===== src/rtl/dfp_pack128_seq_pkg.sv =====
// ---------------------------------------------------------------------------
// DFPPkg : decimal128 packed/unpacked types and encoding constants
// Rev 1.0
// ---------------------------------------------------------------------------
`default_nettype none

package DFPPkg;

  typedef logic [127:0] DFP128;

  typedef struct packed {
    logic         nan;
    logic         qnan;
    logic         snan;
    logic         infinity;
    logic         sign;
    logic [13:0]  exp;
    logic [135:0] sig;
  } DFP128U;

  localparam int         BIAS     = 6176;
  localparam logic [4:0] COMB_INF = 5'b11110;
  localparam logic [4:0] COMB_NAN = 5'b11111;

endpackage

`default_nettype wire


===== src/rtl/dfp_pack128_seq_bcd2dpd.sv =====
// ---------------------------------------------------------------------------
// dfp_bcd2dpd : three BCD digits to one 10-bit densely packed declet
// Rev 1.0
// ---------------------------------------------------------------------------
`default_nettype none

module dfp_bcd2dpd (
  input  logic [11:0] bcd,
  output logic [9:0]  dpd
);

  logic [3:0] a;
  logic [3:0] b;
  logic [3:0] c;

  assign a = bcd[11:8];
  assign b = bcd[7:4];
  assign c = bcd[3:0];

  // Selected by which digits are large (8 or 9); output bits are p q r s t u v w x y.
  always_comb begin
    dpd = '0;
    case ({a[3], b[3], c[3]})
      3'b000:  dpd = {a[2:0], b[2:0], 1'b0, c[2:0]};
      3'b001:  dpd = {a[2:0], b[2:0], 3'b100, c[0]};
      3'b010:  dpd = {a[2:0], c[2:1], b[0], 3'b101, c[0]};
      3'b100:  dpd = {c[2:1], a[0], b[2:0], 3'b110, c[0]};
      3'b110:  dpd = {c[2:1], a[0], 2'b00, b[0], 3'b111, c[0]};
      3'b101:  dpd = {b[2:1], a[0], 2'b01, b[0], 3'b111, c[0]};
      3'b011:  dpd = {a[2:0], 2'b10, b[0], 3'b111, c[0]};
      default: dpd = {2'b00, a[0], 2'b11, b[0], 3'b111, c[0]};
    endcase
  end

endmodule

`default_nettype wire


===== src/rtl/dfp_pack128_seq.sv =====
// ---------------------------------------------------------------------------
// dfp_pack128_seq : sequential decimal128 DPD packer, one declet per ce cycle
// Optional input check under macro DFP_PACK_BCD_CHECK_EN.   Rev 1.0
// ---------------------------------------------------------------------------
`default_nettype none

module dfp_pack128_seq
  import DFPPkg::*;
#(
  parameter int DECLETS = 11
) (
  input  logic   clk,
  input  logic   rst_n,
  input  logic   ce,
  input  DFP128U i,
  input  logic   i_valid,
  output logic   i_ready,
  output DFP128  o,
  output logic   o_valid,
  input  logic   o_ready,
  output logic   o_err
);

  localparam int CW = (DECLETS > 1) ? $clog2(DECLETS) : 1;

  localparam logic [1:0] IDLE = 2'd0;
  localparam logic [1:0] ENC  = 2'd1;
  localparam logic [1:0] HDR  = 2'd2;
  localparam logic [1:0] DONE = 2'd3;

  logic [1:0]    state;
  logic [CW-1:0] cnt;
  DFP128U        op;
  logic [11:0]   digs;
  logic [9:0]    dpd;
  logic [4:0]    comb;

  always_comb begin
    digs = '0;
    for (int k = 0; k < DECLETS; k++) begin
      if (cnt == CW'(k)) digs = op.sig[12*k +: 12];
    end
  end

  dfp_bcd2dpd u_bcd2dpd (
    .bcd (digs),
    .dpd (dpd)
  );

  // Leading digit 8/9 keeps only its low bit; the 11 prefix marks it large.
  assign comb = op.sig[135] ? {2'b11, op.exp[13:12], op.sig[132]}
                            : {op.exp[13:12], op.sig[134:132]};

  assign o_valid = (state == DONE);

  always_ff @(posedge clk or negedge rst_n) begin
    if (!rst_n) begin
      state   <= IDLE;
      cnt     <= '0;
      op      <= '0;
      o       <= '0;
      i_ready <= 1'b0;
    end else if (ce) begin
      case (state)
        IDLE: begin
          if (i_ready && i_valid) begin
            op      <= i;
            cnt     <= '0;
            i_ready <= 1'b0;
            state   <= ENC;
          end else begin
            i_ready <= 1'b1;
          end
        end
        ENC: begin
          for (int k = 0; k < DECLETS; k++) begin
            if (cnt == CW'(k)) o[10*k +: 10] <= dpd;
          end
          if (cnt == CW'(DECLETS - 1)) state <= HDR;
          else                         cnt   <= cnt + 1'b1;
        end
        HDR: begin
          if (op.nan)           o[127:110] <= {op.sign, COMB_NAN, op.snan, 11'd0};
          else if (op.infinity) o          <= {op.sign, COMB_INF, 122'd0};
          else                  o[127:110] <= {op.sign, comb, op.exp[11:0]};
          state <= DONE;
        end
        default: begin
          if (o_ready) begin
            i_ready <= 1'b1;
            state   <= IDLE;
          end
        end
      endcase
    end
  end

`ifdef DFP_PACK_BCD_CHECK_EN
  logic bad;

  always_comb begin
    bad = (op.exp[13:12] == 2'b11);
    for (int n = 0; n < 34; n++) begin
      if (op.sig[4*n +: 4] > 4'd9) bad = 1'b1;
    end
    bad = bad & ~op.nan & ~op.infinity;
  end

  always_ff @(posedge clk or negedge rst_n) begin
    if (!rst_n)                   o_err <= 1'b0;
    else if (ce && state == HDR)  o_err <= bad;
  end
`else
  assign o_err = 1'b0;
`endif

endmodule

`default_nettype wire


===== config.mk =====
export PLATFORM = sky130hd
export DESIGN_NAME = dfp_pack128_seq
export DESIGN_NICKNAME = d
export VERILOG_FILES = /design/src/rtl/dfp_pack128_seq_pkg.sv /design/src/rtl/dfp_pack128_seq_bcd2dpd.sv /design/src/rtl/dfp_pack128_seq.sv
export SDC_FILE = /design/constraint.sdc
export NUM_CORES = 1
export LEC_CHECK = 0
export CAP_MARGIN = 40
export CORE_MARGIN = 4
export CORE_UTILIZATION = 54
export CTS_CLUSTER_SIZE = 16
export DETAILED_ROUTE_END_ITERATION = 10
export PLACE_DENSITY = 0.85
export SETUP_SLACK_MARGIN = 0.2
export SYNTH_ARGS = -nofsm -noshare
export SYNTH_HDL_FRONTEND = slang
export SYNTH_SLANG_ARGS = --single-unit

===== constraint.sdc =====
create_clock -name clk -period 5.55 [get_ports clk]
set_clock_uncertainty 0.15 [all_clocks]
set_input_delay 1.11 -clock clk [delete_from_list [all_inputs] [get_ports clk]]
set_output_delay 1.11 -clock clk [all_outputs]
set_load 0.01 [all_outputs]

## After elaboration in Yosys (flattened, before gate mapping)

Cells that the tools add are included.

| operators by class | value |
|---|---|
| add/sub/neg operators | 1 |
| $mul | 0 |
| div/mod/pow operators | 0 |
| magnitude comparators | 0 |
| equality and inequality tests | 34 |
| shifts and indexed selects | 0 |
| muxes and demuxes | 39 |
| bitwise gates (word level) | 1 |
| reduce and logical (&&, ||, !) cells | 25 |

Operators with widths:

| operator | number |
|---|---|
| 110-bit 2-to-1 mux | 2 |
| 110-bit one-hot mux with 2 select lines | 1 |
| 12-bit 2-to-1 mux | 11 |
| 10-bit 2-to-1 mux | 11 |
| 10-bit one-hot mux with 7 select lines | 1 |
| 5-bit AND reduction | 11 |
| 17-bit 2-to-1 mux | 2 |
| 2-bit != test (second input constant) | 15 |
| 4-bit by 3-bit == test with 1-bit output (second input constant) | 4 |
| 4-bit == test (second input constant) | 3 |
| 3-bit == test (second input constant) | 3 |
| 4-bit by 2-bit == test with 1-bit output (second input constant) | 2 |
| 4-bit 2-to-1 mux | 2 |
| 4-bit one-hot mux with 2 select lines | 1 |
| 4-bit AND reduction | 2 |
| 3-bit by 2-bit == test with 1-bit output (second input constant) | 2 |
| 2-bit 2-to-1 mux | 3 |
| 2-bit one-hot mux with 3 select lines | 1 |
| 3-bit AND reduction | 2 |
| 2-bit nonzero test | 3 |
| 5-bit 2-to-1 mux | 1 |
| 4-bit by 1-bit adder with 4-bit output (second input constant) | 1 |
| 2-bit == test (second input constant) | 2 |
| 4-bit by 1-bit == test with 1-bit output (second input constant) | 1 |
| 12 further kinds | 13 |

| word-level totals | value |
|---|---|
| register bits | 289 |
| latch bits | 0 |
| RAM bits | 0 |
| ROM bits | 0 |
| output and inout port bits | 131 |
| word-level logic and storage cells | 121 |
| memories kept | 0 |

## Logic depth before layout (Yosys ltp)

| depth | value |
|---|---|
| word-level depth | 16 |
| mapped depth | 14 |
| gate-level depth less buffers | 9 |

## By module

Synthesis repeated with hierarchy kept, for this count alone.

| second synthesis, totals | value |
|---|---|
| cells, all modules | 941 |
| area, all modules | 12758.5 um^2 |

Modules (own cells, without submodules):

| module | times used | cells an instance | area each (um^2) |
|---|---|---|---|
| dfp_pack128_seq | 1 | 914 | 12589.6 |
| dfp_bcd2dpd | 1 | 27 | 168.9 |

## Worst setup path before layout

No wires, ideal clock.

| path | value |
|---|---|
| path type | reg-to-reg |
| from | reg cnt[0] |
| to | reg o[109] |
| library setup time | 0.121 ns |
| data arrival time | 2.541 ns |
| required time | 5.279 ns |
| path slack | 2.738 ns |
| cell stages (with the launch flop) | 12 |
| buffers on the path | 3 |
| cells stage by stage | dfrtp_1 -> ha_1 -> buf_6 -> or3_1 -> buf_2 -> o21bai_1 -> o221a_1 -> a2bb2oi_4 -> and3_1 -> o31a_1 -> buf_6 -> a22o_1 |

| between the ends | value |
|---|---|
| cells in the longest elaborated chain, start to end | 16 |
| elaborated cells on any way between the ends | 34 |

RTL lines:

| what | RTL line | RTL |
|---|---|---|
| start: declaration | dfp_pack128_seq.sv:32 | `logic [CW-1:0] cnt;` |
| start signal: assignment | dfp_pack128_seq.sv:80 | `else cnt <= cnt + 1'b1;` |
| 4-bit logical NOT | dfp_pack128_seq.sv:41 | `if (cnt == CW'(k)) digs = op.sig[12*k +: 12];` |
| 12-bit 2-to-1 mux (11 in series) | dfp_pack128_seq.sv:41 |  |
| 3-bit by 2-bit == test with 1-bit output (tied with other cells) | dfp_pack128_seq_bcd2dpd.sv:23 | `case ({a[3], b[3], c[3]})` |
| 10-bit one-hot mux with 7 select lines | dfp_pack128_seq_bcd2dpd.sv:23 |  |
| 10-bit 2-to-1 mux | dfp_pack128_seq.sv:77 | `if (cnt == CW'(k)) o[10*k +: 10] <= dpd;` |
| 110-bit one-hot mux with 2 select lines | dfp_pack128_seq.sv:64 | `case (state)` |
| end signal: indexed assignment | dfp_pack128_seq.sv:77 |  |
| end signal: assignment | dfp_pack128_seq.sv:84 | `else if (op.infinity) o <= {op.sign, COMB_INF, 122'd0};` |
| end: declaration | dfp_pack128_seq.sv:18 | `output DFP128 o,` |

Parallel ways exist; a longest one is shown, timed or not. The select of a mux whose other input is x is not followed.
A chain may end at the register's enable or synchronous reset.

## Worst setup path after layout

| path | value |
|---|---|
| from | reg cnt[0] |
| to | reg o[78] |

The elaborated chain is that of the path after synthesis.

==> summary.txt <==
CTS
  • CTS tree: yes
  • Sinks on Clock Net: 289
  • Max Buffers Root-to-Sink: 3
  • Post-cts sizing count: 0
  • Post-CTS Hold Fix Bufs: 0
  • CTS H-tree depth: 1
  • Worst skew pair latency: 0.56 ns
  • Worst-path clk slew: 0.06 ns
  • Clock root cell: clkbuf_16
  • Setup Fix Bufs, Post-CTS: 0
  • Total CTS buffers: 30

Layout
  • Share of layout cells above drive strength 1: 24.0%
  • Final nets: 1,392
  • Core Util, Final: 73.3%
  • Final Instance Area: 0.0167 mm2
  • Area grow syn2layout: 32.4%

STA
  • Final setup viols: 0
  • Worst slew pin tran: 0.902 ns
  • Period utilisation layout: 77.7%
  • Setup TNS: 0 ns
  • Fmax: 0.232 GHz
  • Hold Vio Cnt, Final: 0
  • Unrepaired setup endpoints after global routing: false
  • Hold WS: 0.341 ns
  • Fin. max-slew vios: 0
  • Final Critical Period: 4.31 ns
  • Relative slew slack: 39.9%

Floorplan
  • Site Rows: 55
  • Die Ht: 161 um
  • Core area: 0.0228 mm2
  • Die ar.: 0.0259 mm2
  • Ports: 291
  • Starting Density: 55.4%
  • Die width: 161 um

Synth
  • Synth Instances: 960
  • Post-Syn Area: 0.0126 mm2
  • FF+latch count, synth: 289
  • Post-synthesis sequential area ratio: 57.3%
  • Post-synth EDFFs: 0
  • Primary FF master, synth: dfrtp_1
  • Post-synth cell types: 65
  • Ys async rst share: 100%
  • Syn Nets: 1,129
  • Avg Inst Size Synth: 13.1 um2
  • Synthesis Warnings: 0

Setup path
  • Max incr delay on CP: 0.78 ns
  • Req. time, crit path: 5.88 ns
  • CP Launch Type: register
  • R2R setup slack: 1.24 ns
  • Reg-to-reg critical path endpoint: o[78]
  • Worst Setup EP: o[78]
  • Worst EP arrival: 4.64 ns
  • Most used cell along the critical path: a21oi_1
  • CP Class: reg -> reg
  • Crit. Startpoint: cnt[0]
  • Reg2reg path depth: 10
  • Critical R2R Launch: cnt[0]
  • Worst Setup End Kind: register
  • Critical-path maximum fanout: 42
  • Crit-path slowest cell: a221oi_2
  • Crit path cell chain: inv_1 -> ha_1 -> buf_4 -> nand3b_1 -> o21ai_0 -> a211oi_1 -> a21oi_1 -> a21oi_1 -> a221oi_2 -> mux2_2

Placed design
  • I/O Buffers: 288
  • Final HPWL DP: 24.6 mm
  • Placer Congestion: 0.835
  • Post-DP Area: 0.0157 mm2

Min path
  • Worst hold path class: reg -> reg

Pwr
  • Pwr Density: 633 mW/mm2
  • Max VDD drop: 0.000392 V
  • Leakage: 7.20 nW

Route
  • DRC: 0
  • Routed vias: 9,338
  • First-pass iteration count of the detailed router: 5
  • Post-route antenna net violation count: 0
  • Final WL: 35.9 mm
  • Vias per Instance: 5.98
  • Drt first-iter violations: 675
  • Routed len/inst: 23.0 um

Global route
  • First-pass GRT wire length: 55.6 mm
  • Antenna violations before repair: 7
  • Grt ovf: 0
  • Largest net degree at the start of global routing: 157
  • Tot GR Track Use: 27.2%
  • Via count of the first global-routing pass: 9,832

Status
  • Status: completed

Job
  • Max capacitance violation total: 0
[logic make-up (layout without fill, tap and decap cells)]
logic type               Yosys count  count (layout)  share of synthesized area, %
flip-flops                       289             289                          57.3
multiplexers                     224             224                          20.0
AO/OA/AOI/OAI                    221             221                          13.6
AND/OR/NAND/NOR                  121             121                          4.82
buffers and inverters             93             376                          3.25
adder cells (fa/ha/maj)            9               9                         0.893
XOR/XNOR                           2               2                         0.139
other                              1               7                        0.0297
[synthesized netlist by cell type, types with 5 or more instances]
library cell	number	share of area (%)
a31oi_1	5	0.25
buf_2	22	0.87
o21ai_0	20	0.79
o21a_1	5	0.30
o31ai_1	6	0.36
nand3b_1	8	0.48
inv_1	16	0.48
nor2b_1	5	0.25
o211ai_1	5	0.30
buf_4	5	0.30
nand2_1	44	1.3
a2bb2oi_1	5	0.35
a221oi_1	6	0.42
a21o_1	12	0.71
mux2_2	222	20
ha_1	9	0.89
a211oi_1	6	0.36
nor2_1	26	0.77
o22ai_1	6	0.30
dfrtp_1	289	57
clkbuf_1	47	1.4
a221o_1	6	0.48
a21oi_1	29	1.2
nand2b_1	9	0.45
a22oi_1	9	0.54
nand3_1	7	0.28
a22o_1	58	4.0
[report_power, final]
part / internal (mW) / leakage, nW / switching, mW
Clock: 1.14 / 0.475 / 0.830
Sequential: 3.10 / 3.56 / 0.594
Combinational: 2.41 / 3.16 / 2.50
Total: 6.65 / 7.20 / 3.93
[layout make-up]
type	instances	area (um2)
diodes	6	15.0
clock buffers	38	821
clock inverters	14	144
fillers	1593	6080
inverters	16	60.1
multi-input cells	578	4970
flip-flops and latches	289	7230
well taps	313	392
repair buffers	308	3060
[worst min path at each step]
stage | from | to | slack, ns | cells past startpoint
floorplan | op[136] | o[110] | 0.31 | 1
global placement | o[121] | o[121] | 0.32 | 2
detailed placement | op[146] | o[120] | 0.33 | 1
CTS | op[146] | o[120] | 0.35 | 1
global route | op[143] | o[117] | 0.36 | 1
finish | op[146] | o[120] | 0.34 | 1
[through the flow]
step | std cells | setup slack (ns) | power, mW
5_1_grt | 1562 | 0.870 | 11.2
6_report | 1562 | 1.24 | 10.6
3_3_place_gp | 1502 | 1.50 | 8.34
2_1_floorplan | 960 | 2.74 | 6.54
4_1_cts | 1556 | 1.24 | 10.6
3_5_place_dp | 1504 | 1.29 | 8.56
[state kept, by name (all words and copies together) (netlist names)]
name	flops
o	128
op	154
cnt	4
state	2
i_ready	1
[critical path, delay by kind of cell (launching register included)]
family / cells / cell delay, ns
AO/OA/AOI/OAI: 5 / 1.96
AND/OR/NAND/NOR: 1 / 0.67
buffers and inverters: 2 / 0.53
flip-flops: 1 / 0.46
multiplexers: 1 / 0.30
adder cells (fa/ha/maj): 1 / 0.15
[layout by cell type (no fill, tap or decap), types with 5 or more instances in the layout]
cell type	Yosys	final
a21o_1	12	12
clkinv_2	0	7
clkdlybuf4s50_1	0	287
a21oi_1	29	29
mux2_2	222	222
a22oi_1	9	9
nand2_1	44	44
o21a_1	5	5
a221o_1	6	6
clkbuf_16	0	30
o31ai_1	6	6
a211oi_1	6	6
o21ai_0	20	20
nand3b_1	8	8
o22ai_1	6	6
a221oi_1	6	6
nand3_1	7	7
ha_1	9	9
dfrtp_1	289	289
diode_2	0	6
a2bb2oi_1	5	5
nor2b_1	5	5
nand2b_1	9	9
inv_1	16	16
nor2_1	26	26
a22o_1	58	58
o211ai_1	5	5
buf_4	5	18
a31oi_1	5	5
[metal layers]
layer  vias up  wire [um]  GRT usage (%)
li1       4074          -              -
met1      4822      14000           33.9
met2       357      17800           45.5
met3        83       2530           6.95
met4         2       1570           11.3
met5         -          7              0
Note: power is estimated with default switching activity, not from simulation.
==> patch 1: new RTL, same settings <==
Change the parameter `DECLETS` from 11 to 10.
--- a/src/rtl/dfp_pack128_seq.sv
+++ b/src/rtl/dfp_pack128_seq.sv
@@ -8,5 +8,5 @@
   import DFPPkg::*;
 #(
-  parameter int DECLETS = 11
+  parameter int DECLETS = 10
 ) (
   input  logic   clk,
Check against the original RTL: not settled (the Yosys comparison gave no result); the edit may change what the design does.
==> patch 1 against the original RTL <==
- wire length down 10%
- non-clock buffer count down 27
- final cell count down 4.3%
- power down 5.2%
- setup slack better by 250 ps
- via count down 6.4%
- synthesized area down 5.1%
- design area down 5.1%
- sequential cell count down 22
- global-route usage down 1.5 points
- critical path depth unchanged
- sequential power down 7.9%
- critical endpoint is now o[36]
- highest routed layer is now met4
==> patch 1: results (changes against the original RTL) <==
{| class="wikitable"
! Metric !! Value
|-
| Final weighted congestion in routability-driven placement || 0.848 (+1.6%)
|-
| Fill count || 1469 (-7.8%)
|-
| Area contributors post-synth || dfrtp_1 56%, mux2_2 17%, a22o_1 2.0%
|-
| Via count of the first global-routing pass || 8958 (-8.9%)
|-
| Multiplexer area fraction after synthesis || 0.195 (-0.00447)
|-
| Clock buffers created by TritonCTS || 28 (-6.7%)
|-
| Maximum fanout along the worst path || 21 (-50%)
|-
| Compound-Gate Fraction of Synth Area || 0.128 (-0.00757)
|-
| Reported clock group power || 2.05 mW (+4%)
|-
| Sequential-to-total area share from yosys stat || 0.558 (-0.0153)
|-
| Commonest cells post-synth || 267 x dfrtp_1, 185 x mux2_2, 60 x nand2_1, 38 x clkbuf_1, 34 x a21oi_1
|-
| Adder and majority cell fraction of the synthesized area || 0.00940 (+0.000477)
|-
| Data arrival time at the worst-slack endpoint || 4390 ps (-250 ps)
|-
| Final HPWL DP || 22.7 mm (-7.8%)
|-
| Total length of routed wires || 32.2 mm (-10%)
|-
| Placed instance area || 14800 sq um (-5.8%)
|-
| Result of the run || complete, no violations
|-
| Worst IR drop on VDD || 407 uV (+3.9%)
|-
| Ratio of total power to cell area || 633 nW/um^2 (about the same)
|-
| Number of antenna violations at the first check in global routing || 0 (-7)
|-
| GRT Resource Usage Total || 0.257 (-0.0148)
|-
| Global-route wire length before repair || 49.9 mm (-10%)
|-
| Leakage component of the power || 6.82 nW (-5.3%)
|-
| Largest registers in the final layout || op x142, o x118, cnt x4
|-
| Internal power || 6.31 mW (-5.1%)
|-
| Distinct cells, synth || 77 (+18%)
|-
| Seq. pwr || 3.40 mW (-7.9%)
|-
| Largest net degree at the start of global routing || 131 (-17%)
|-
| Worst rel slew slack || 0.324 (-0.0748)
|-
| Number of diodes || 0 (-6)
|}
patch 1: changes by cell type after synthesis, sizes merged, moves of 9 or more:
cell    change
dfrtp      -22
nand2      +17
mux2       -17
a22o       -30
nor2b      +13
clkbuf      -9
o31ai      +10
o21ai      +13
patch 1: layout make-up:
cell class | instances | area share
clock buffer | 36 | 0.0505
tap | 280 | 0.0221
clock inverter | 16 | 0.0151
sequential | 267 | 0.422
multi-input combinational | 596 | 0.310
inverter | 19 | 0.00450
timing repair buffer | 281 | 0.176
patch 1: worst max-delay path, stage by stage, from the launching register on:
cell	delay (ps)
dfrtp_1	450
inv_1	110
ha_1	530
nor2b_1	270
buf_4	210
a221o_1	350
a211oi_2	390
o31a_1	330
nor2_2	100
a2111oi_4	800
mux2_1	250
patch 1: path summary, 6_finish.rpt:
path	from	end	slack (ps)	cells past startpoint
worst max-delay path	cnt[0]	o[36]	1490	10
worst min-delay path	o[94]	o[94]	330	2
worst max register to register	cnt[0]	o[36]	1490	10
worst min register to register	o[94]	o[94]	330	2
max in group asynchronous	rst_n	o[117]	3550	2
min in group asynchronous	rst_n	o[111]	490	1
patch 1: routing by layer:
metal,track usage,vias up,routed length (um)
li1,-,3931,-
met1,0.343,4407,13000
met2,0.441,353,16400
met3,0.0393,49,2110
met4,0.0736,0,757
met5,0,-,0
patch 1: per-stage QoR:
step                      setup slack [ps]   util  std cells  hold slack [ps]
after floorplan                       2790      -        955              311
after global placement                1720  0.678       1442              308
after detailed placement              1600  0.678       1443              315
after CTS                             1580  0.726       1495              329
after global routing                  1320  0.726       1495              349
final                                 1490  0.726       1495              329
==> patch 2: new RTL, config.mk and constraints unchanged <==
Without the edit above. Compare `cnt` against `CW'(DECLETS - 1)` with >= in place of ==.
--- a/src/rtl/dfp_pack128_seq.sv
+++ b/src/rtl/dfp_pack128_seq.sv
@@ -77,5 +77,5 @@
             if (cnt == CW'(k)) o[10*k +: 10] <= dpd;
           end
-          if (cnt == CW'(DECLETS - 1)) state <= HDR;
+          if (cnt >= CW'(DECLETS - 1)) state <= HDR;
           else                         cnt   <= cnt + 1'b1;
         end
Formal check against the unedited RTL: no difference found for any inputs over 4 cycles, from zero or initial values and one cycle with rst_n low; that may be too few to reach the edited logic, so the function may still have changed.
==> patch 2 against the original RTL <==
- wire length increased by 2.3%
- synthesized cell count increased by 10%
- design area decreased by 0.85%
- non-clock buffer count increased by 10
- power decreased by 5.6%
- die area decreased by 1.4%
- combinational power decreased by 9.3%
- synthesized area decreased by 1.4%
- via count increased by 5.8%
- setup slack improved by 500 ps
- global-route usage increased by 0.77 points
- sequential cell count unchanged
- first-iteration DRC count increased by 10%
- critical path type unchanged
==> patch 2: results (changes against the original RTL) <==
{| class="wikitable"
! Metric !! Value
|-
| Clock latency on the worst-skew pair || 540 ps (-20 ps)
|-
| Fraction of final layout cells sized beyond drive strength 1 || 0.185 (-0.0552)
|-
| Total length of routed wires || 36.7 mm (+2.3%)
|-
| Net count after synthesis || 1228 (+8.8%)
|-
| Fill count || 1452 (-8.9%)
|-
| Layout clock buffers || 42 (+11%)
|-
| Data arrival time at the worst-slack endpoint || 4060 ps (-580 ps)
|-
| Seq cells || 289 (unchanged)
|-
| Final weighted congestion in routability-driven placement || 0.828 (-0.73%)
|-
| Sequential-to-total area share from yosys stat || 0.582 (+0.00836)
|-
| Die Span X || 160 um (-0.68%)
|-
| Met3 wirelength from detailed routing || 2.71 mm (+7.2%)
|-
| Number of antenna violations at the first check in global routing || 0 (-7)
|-
| Worst IR drop on VDD || 513 uV (+31%)
|-
| Mean routed wirelength per cell || 22.4 um (-2.6%)
|-
| Number of iterations in the first detailed-routing pass || 6 (+1)
|-
| Count of multi-input combinational gates || 680 (+18%)
|-
| Distinct cells, synth || 76 (+17%)
|-
| Via count of the first global-routing pass || 10173 (+3.5%)
|-
| Largest delay contributor family on the critical path || simple AND/OR/NAND/NOR gates
|-
| Maximum fanout along the worst path || 25 (-40%)
|-
| Proportion of final cell area spent on non-clock buffers || 0.191 (+0.00731)
|-
| Uppermost metal layer occupied by signal nets || met4
|-
| Relative area of clock buffers and inverters in the final design || 0.0548 (-0.00298)
|-
| Placed instance area || 15700 sq um (-0.44%)
|-
| Met1 track demand over resource || 0.368 (+0.0290)
|-
| Result of the run || complete, no violations
|}
## patch 2: logic make-up (layout without fill, tap and decap cells)
group,count (synthesis),in the layout,share of synthesized area
buffers and inverters,90,386,0.0309
muxes,158,158,0.143
DFF,289,289,0.582
adders and majority gates,9,9,0.00906
AOI/OAI and AO/OA,284,284,0.150
other,1,1,0.000302
and+or+nand+nor,228,228,0.0851
## patch 2: where the power goes
group          internal [mW]  total (mW)  switching, mW
clock                   1.08        1.88          0.800
sequential              3.03        3.64          0.611
combinational           2.03        4.46           2.44
## patch 2: final timing paths
check / slack, ps / from / depth (start not counted) / end
worst max register to register: 1740 / cnt[2] / 8 / o[46]
worst max-delay path: 1740 / cnt[2] / 8 / o[46]
min in group asynchronous: 520 / rst_n / 1 / o[93]
worst min-delay path: 330 / o[61] / 2 / o[61]
max in group asynchronous: 3620 / rst_n / 2 / op[130]
worst min register to register: 330 / o[61] / 2 / o[61]
